File: config.mk
export PLATFORM = sky130hd
export DESIGN_NAME = shift_reg_universal
export DESIGN_NICKNAME = d
export VERILOG_FILES = /design/src/rtl/shift_reg_pkg.sv /design/src/rtl/shift_frame_counter.sv /design/src/rtl/shift_reg_universal.sv
export SDC_FILE = /design/constraint.sdc
export NUM_CORES = 1
export LEC_CHECK = 0
export CORE_MARGIN = 4
export CORE_UTILIZATION = 35
export DETAILED_ROUTE_END_ITERATION = 6
export GPL_ROUTABILITY_DRIVEN = 0
export GPL_TIMING_DRIVEN = 0
export PLACE_DENSITY = 0.69
export SYNTH_ARGS = -nofsm -noshare
export SYNTH_HDL_FRONTEND = slang
export SYNTH_SLANG_ARGS = --single-unit
export TNS_END_PERCENT = 100
File: constraint.sdc
create_clock -name clk -period 1.75 [get_ports clk]
set_clock_uncertainty 0.15 [all_clocks]
set_input_delay 0.175 -clock clk [delete_from_list [all_inputs] [get_ports clk]]
set_output_delay 0.175 -clock clk [all_outputs]
set_load 0.03 [all_outputs]
File: src/rtl/shift_reg_pkg.sv
// Shared mode encoding and sizing helpers for the universal shift register.
package shift_reg_pkg;

    typedef logic [1:0] mode_t;

    localparam mode_t MODE_HOLD = 2'b00;
    localparam mode_t MODE_SHR  = 2'b01;
    localparam mode_t MODE_SHL  = 2'b10;
    localparam mode_t MODE_LOAD = 2'b11;

    // Bits needed to hold a count from 0 up to and including width.
    function automatic int unsigned cnt_width(input int unsigned width);
        return $clog2(width + 1);
    endfunction

endpackage

File: src/rtl/shift_frame_counter.sv
// Counts shifts remaining in a loaded frame; raises busy and a one-cycle frame_done pulse.
module shift_frame_counter
    import shift_reg_pkg::*;
#(
    parameter int unsigned WIDTH = 4
) (
    input  logic clk,
    input  logic rst_n,
    input  logic load,
    input  logic shift,
    output logic busy,
    output logic frame_done
);

    localparam int unsigned CntW = cnt_width(WIDTH);
    localparam logic [CntW-1:0] CntLoad = CntW'(WIDTH);
    localparam logic [CntW-1:0] CntOne  = CntW'(1);

    logic [CntW-1:0] cnt_q, cnt_d;
    logic            busy_q, busy_d;
    logic            done_q, done_d;

    // load and shift arrive already qualified by en, so idle cycles simply clear the pulse.
    always_comb begin
        cnt_d  = cnt_q;
        busy_d = busy_q;
        done_d = 1'b0;
        if (load) begin
            cnt_d  = CntLoad;
            busy_d = 1'b1;
        end else if (shift && (cnt_q != '0)) begin
            cnt_d = cnt_q - CntOne;
            if (cnt_q == CntOne) begin
                busy_d = 1'b0;
                done_d = 1'b1;
            end
        end
    end

    always_ff @(posedge clk) begin
        if (!rst_n) begin
            cnt_q  <= '0;
            busy_q <= 1'b0;
            done_q <= 1'b0;
        end else begin
            cnt_q  <= cnt_d;
            busy_q <= busy_d;
            done_q <= done_d;
        end
    end

    assign busy       = busy_q;
    assign frame_done = done_q;

endmodule

File: src/rtl/shift_reg_universal.sv
// Parametrised universal shift register: hold, shift right/left and parallel load with frame tracking.
module shift_reg_universal
    import shift_reg_pkg::*;
#(
    parameter int unsigned      WIDTH     = 4,
    parameter logic [WIDTH-1:0] RESET_VAL = '0
) (
    input  logic             clk,
    input  logic             rst_n,
    input  logic             en,
    input  logic [1:0]       mode,
    input  logic             sin_r,
    input  logic             sin_l,
    input  logic [WIDTH-1:0] pin,
    output logic [WIDTH-1:0] pout,
    output logic             sout_r,
    output logic             sout_l,
    output logic             busy,
    output logic             frame_done
);

    logic [WIDTH-1:0] q_q, q_d;
    logic             do_load;
    logic             do_shift;

    always_comb begin
        q_d = q_q;
        if (en) begin
            case (mode)
                MODE_SHR:  q_d = {sin_r, q_q[WIDTH-1:1]};
                MODE_SHL:  q_d = {q_q[WIDTH-2:0], sin_l};
                MODE_LOAD: q_d = pin;
                default:   q_d = q_q;
            endcase
        end
    end

    always_ff @(posedge clk) begin
        if (!rst_n) begin
            q_q <= RESET_VAL;
        end else begin
            q_q <= q_d;
        end
    end

    // Both directions count toward the frame, so a mid-frame direction change is harmless.
    assign do_load  = en && (mode == MODE_LOAD);
    assign do_shift = en && ((mode == MODE_SHR) || (mode == MODE_SHL));

    shift_frame_counter #(
        .WIDTH(WIDTH)
    ) u_frame_counter (
        .clk       (clk),
        .rst_n     (rst_n),
        .load      (do_load),
        .shift     (do_shift),
        .busy      (busy),
        .frame_done(frame_done)
    );

    assign pout   = q_q;
    assign sout_r = q_q[0];
    assign sout_l = q_q[WIDTH-1];

endmodule

==> impl_metrics.env <==
export IMPL_nets=100
export IMPL_crit_chain="clkdlybuf4s50_1"
export IMPL_fin_setup_tns_ns=0
export IMPL_routed_via_density=5.12
export IMPL_path_buf_inv=1
export IMPL_finalSetupViolations=0
export IMPL_fmax_mhz=595
export IMPL_synth_warnings=0
export IMPL_top_layer_used="met4"
export IMPL_max_slew_margin_pct=78.2
export IMPL_synth_largest_area_cell="dfxtp_1"
export IMPL_synth_top_area_share_pct=36.3
export IMPL_endpoint_kind="output pin"
export IMPL_grt_pass1_wl_um=1880
export IMPL_worstPathMaxFanout=4
export IMPL_vdd_drop_max_mv=0.474
export IMPL_drtIter0Drc=13
export IMPL_ant_nets=0
export IMPL_gr_usage_all_layers_pct=13.2
export IMPL_core_mm2=0.00132
export IMPL_ys_ff_latch=9
export IMPL_outcome="complete, no violations"
export IMPL_syn_nets=77
export IMPL_met2_length_um=548
export IMPL_portBuffers=18
export IMPL_finalWorstPathRequiredPeriod_ns=1.68
export IMPL_drive_gt1_share_pct=7.32
export IMPL_dieArea_mm2=0.00209
export IMPL_setup_slack_ns=0.0683
export IMPL_cts_setup_buffers=0
export IMPL_fill_cells=123
export IMPL_grt_antenna_before_repair=0
export IMPL_syn_to_final_growth_pct=45.6
export IMPL_grt_overflow=0
export IMPL_die_w_um=45.7
export IMPL_tritoncts="built"
export IMPL_power_total_mw=0.527
export IMPL_p_per_area_mw_per_mm2=728
export IMPL_wl_met1_um=528
export IMPL_htree_levels=1
export IMPL_clkLatencyLatePin_ns=0.26
export IMPL_clk_path_buf_depth=2
export IMPL_pre_cts_ws_ns=-0.123
export IMPL_grt_max_degree=9
export IMPL_post_route_util_pct=54.9
export IMPL_cts_buffers=3
export IMPL_register_area_um2=180
export IMPL_hold_class="in2reg"
export IMPL_cts_root_buf="clkbuf_4"
export IMPL_finalHoldViolations=0
export IMPL_cp_required_ns=1.42
export IMPL_die_h_um=45.7
export IMPL_avgRoutedWirePerCell_um=12.1
export IMPL_vias=497
export IMPL_cp_arrival_ns=1.36
export IMPL_ys_types=18
export IMPL_drc=0
export IMPL_start_util_pct=37.7
export IMPL_drt_total_wl_um=1180
export IMPL_startpoint_type="flip-flop"
export IMPL_finalCritPeriodShare_pct=96.1
export IMPL_syn_area_per_cell_um2=8.28
export IMPL_design_area_um2=723
export IMPL_yosys_top_cells_area="dfxtp_1 36%, ha_1 15%, o21ai_0 7.1%"
export IMPL_rsz0062_at_grt="no"
export IMPL_drt_pre_antenna_iters=3
export IMPL_multiInputGateArea_um2=283
export IMPL_syn_area_um2=497
export IMPL_worstMarginPinSlew_ns=0.326
export IMPL_cts_sinks=9
export IMPL_antenna_cells=0
export IMPL_crit_type="reg2out"
export IMPL_cap_violations=0
export IMPL_wl_met3_um=88
export IMPL_io_pins=19
export IMPL_slowest_delay_ns=0.71
export IMPL_grt_pass1_vias=426
export IMPL_yosysSeqAreaShare_pct=36.3
export IMPL_synthCells=60
export IMPL_crit_family="buffers and inverters"
export IMPL_slew_violations=0
export IMPL_place_area_um2=696
export IMPL_leakagePower_nw=0.297
export IMPL_dpl_hpwl_um=858
export IMPL_clk_pin_slew_ns=0.06
export IMPL_cp_slowest_cell="clkdlybuf4s50_1"
export IMPL_rows=13
through the flow:
| step | hold slack (ns) | cells |
|---|---|---|
| floorplan | 0.163 | 60 |
| global placement | 0.314 | 93 |
| detailed placement | 0.324 | 93 |
| CTS | 0.325 | 97 |
| global route | 0.351 | 97 |
| finish | 0.333 | 97 |
synthesized netlist by cell type, drive strengths merged:
cell	count
ha	6
o41ai	1
a22oi	4
nor3	1
o21ai	7
a31oi	5
inv	5
and2b	1
dfxtp	9
nor2b	1
nand3	2
or3	2
nand2	9
nor2	2
a21oi	2
a21boi	1
buf	2
layout make-up:
type / count / share of cell area (%)
clock buffers: 4 / 3.63
well taps: 15 / 2.60
flip-flops and latches: 9 / 24.9
inverters: 5 / 2.60
repair buffers: 18 / 25.1
plain buffers: 2 / 2.08
multi-input cells: 44 / 39.1
per-layer routing:
metal,up-vias,GRT usage [%]
met2,11,19.2
met1,228,16.0
met3,2,7.51
li1,256,-
met4,0,5.26
met5,-,0
sequential cells by signal, summed over array words and instances (netlist names):
signal / count
pout: 4
u_frame_counter.busy: 1
u_frame_counter.cnt_q: 3
u_frame_counter.frame_done: 1
placed cells by master (no fill, tap or decap), types with 3 or more instances in the layout:
cell and n:
clkdlybuf4s50_1 16, dfxtp_1 9, nand2_1 8, o21ai_0 7
ha_1 6, inv_1 5, a31oi_1 5, a22oi_1 4
clkbuf_4 3
kinds of logic (layout without fill, tap and decap cells):
| family | count (synthesis) | count (layout) | share of synthesized area (%) |
|---|---|---|---|
| and+or+nand+nor | 18 | 18 | 17.1 |
| DFF | 9 | 9 | 36.3 |
| adders and majority gates | 6 | 6 | 15.1 |
| buffers and inverters | 7 | 29 | 6.80 |
| AOI/OAI and AO/OA | 20 | 20 | 24.7 |
path summary, 6_finish.rpt:
| path | from | endpoint | slack [ns] | cells past startpoint |
|---|---|---|---|---|
| max | pout[0] | sout_r | 0.07 | 1 |
| min | sin_r | pout[3] | 0.33 | 3 |
| max reg2reg | u_frame_counter.cnt_q[0] | u_frame_counter.cnt_q[0] | 0.27 | 5 |
| min reg2reg | u_frame_counter.cnt_q[1] | u_frame_counter.cnt_q[1] | 0.34 | 2 |
repair_timing:
item | 4_1_cts | 5_1_grt
setup endpoints to repair | 1 | 1
resized for setup | 1 | 1
hold buffers | 0 | 0
report_power, final:
group	total, mW	switching (mW)	internal (mW)
clock	0.162	0.0743	0.0880
sequential	0.228	0.0109	0.217
combinational	0.136	0.0716	0.0646
(Power assumes the default switching activity.)
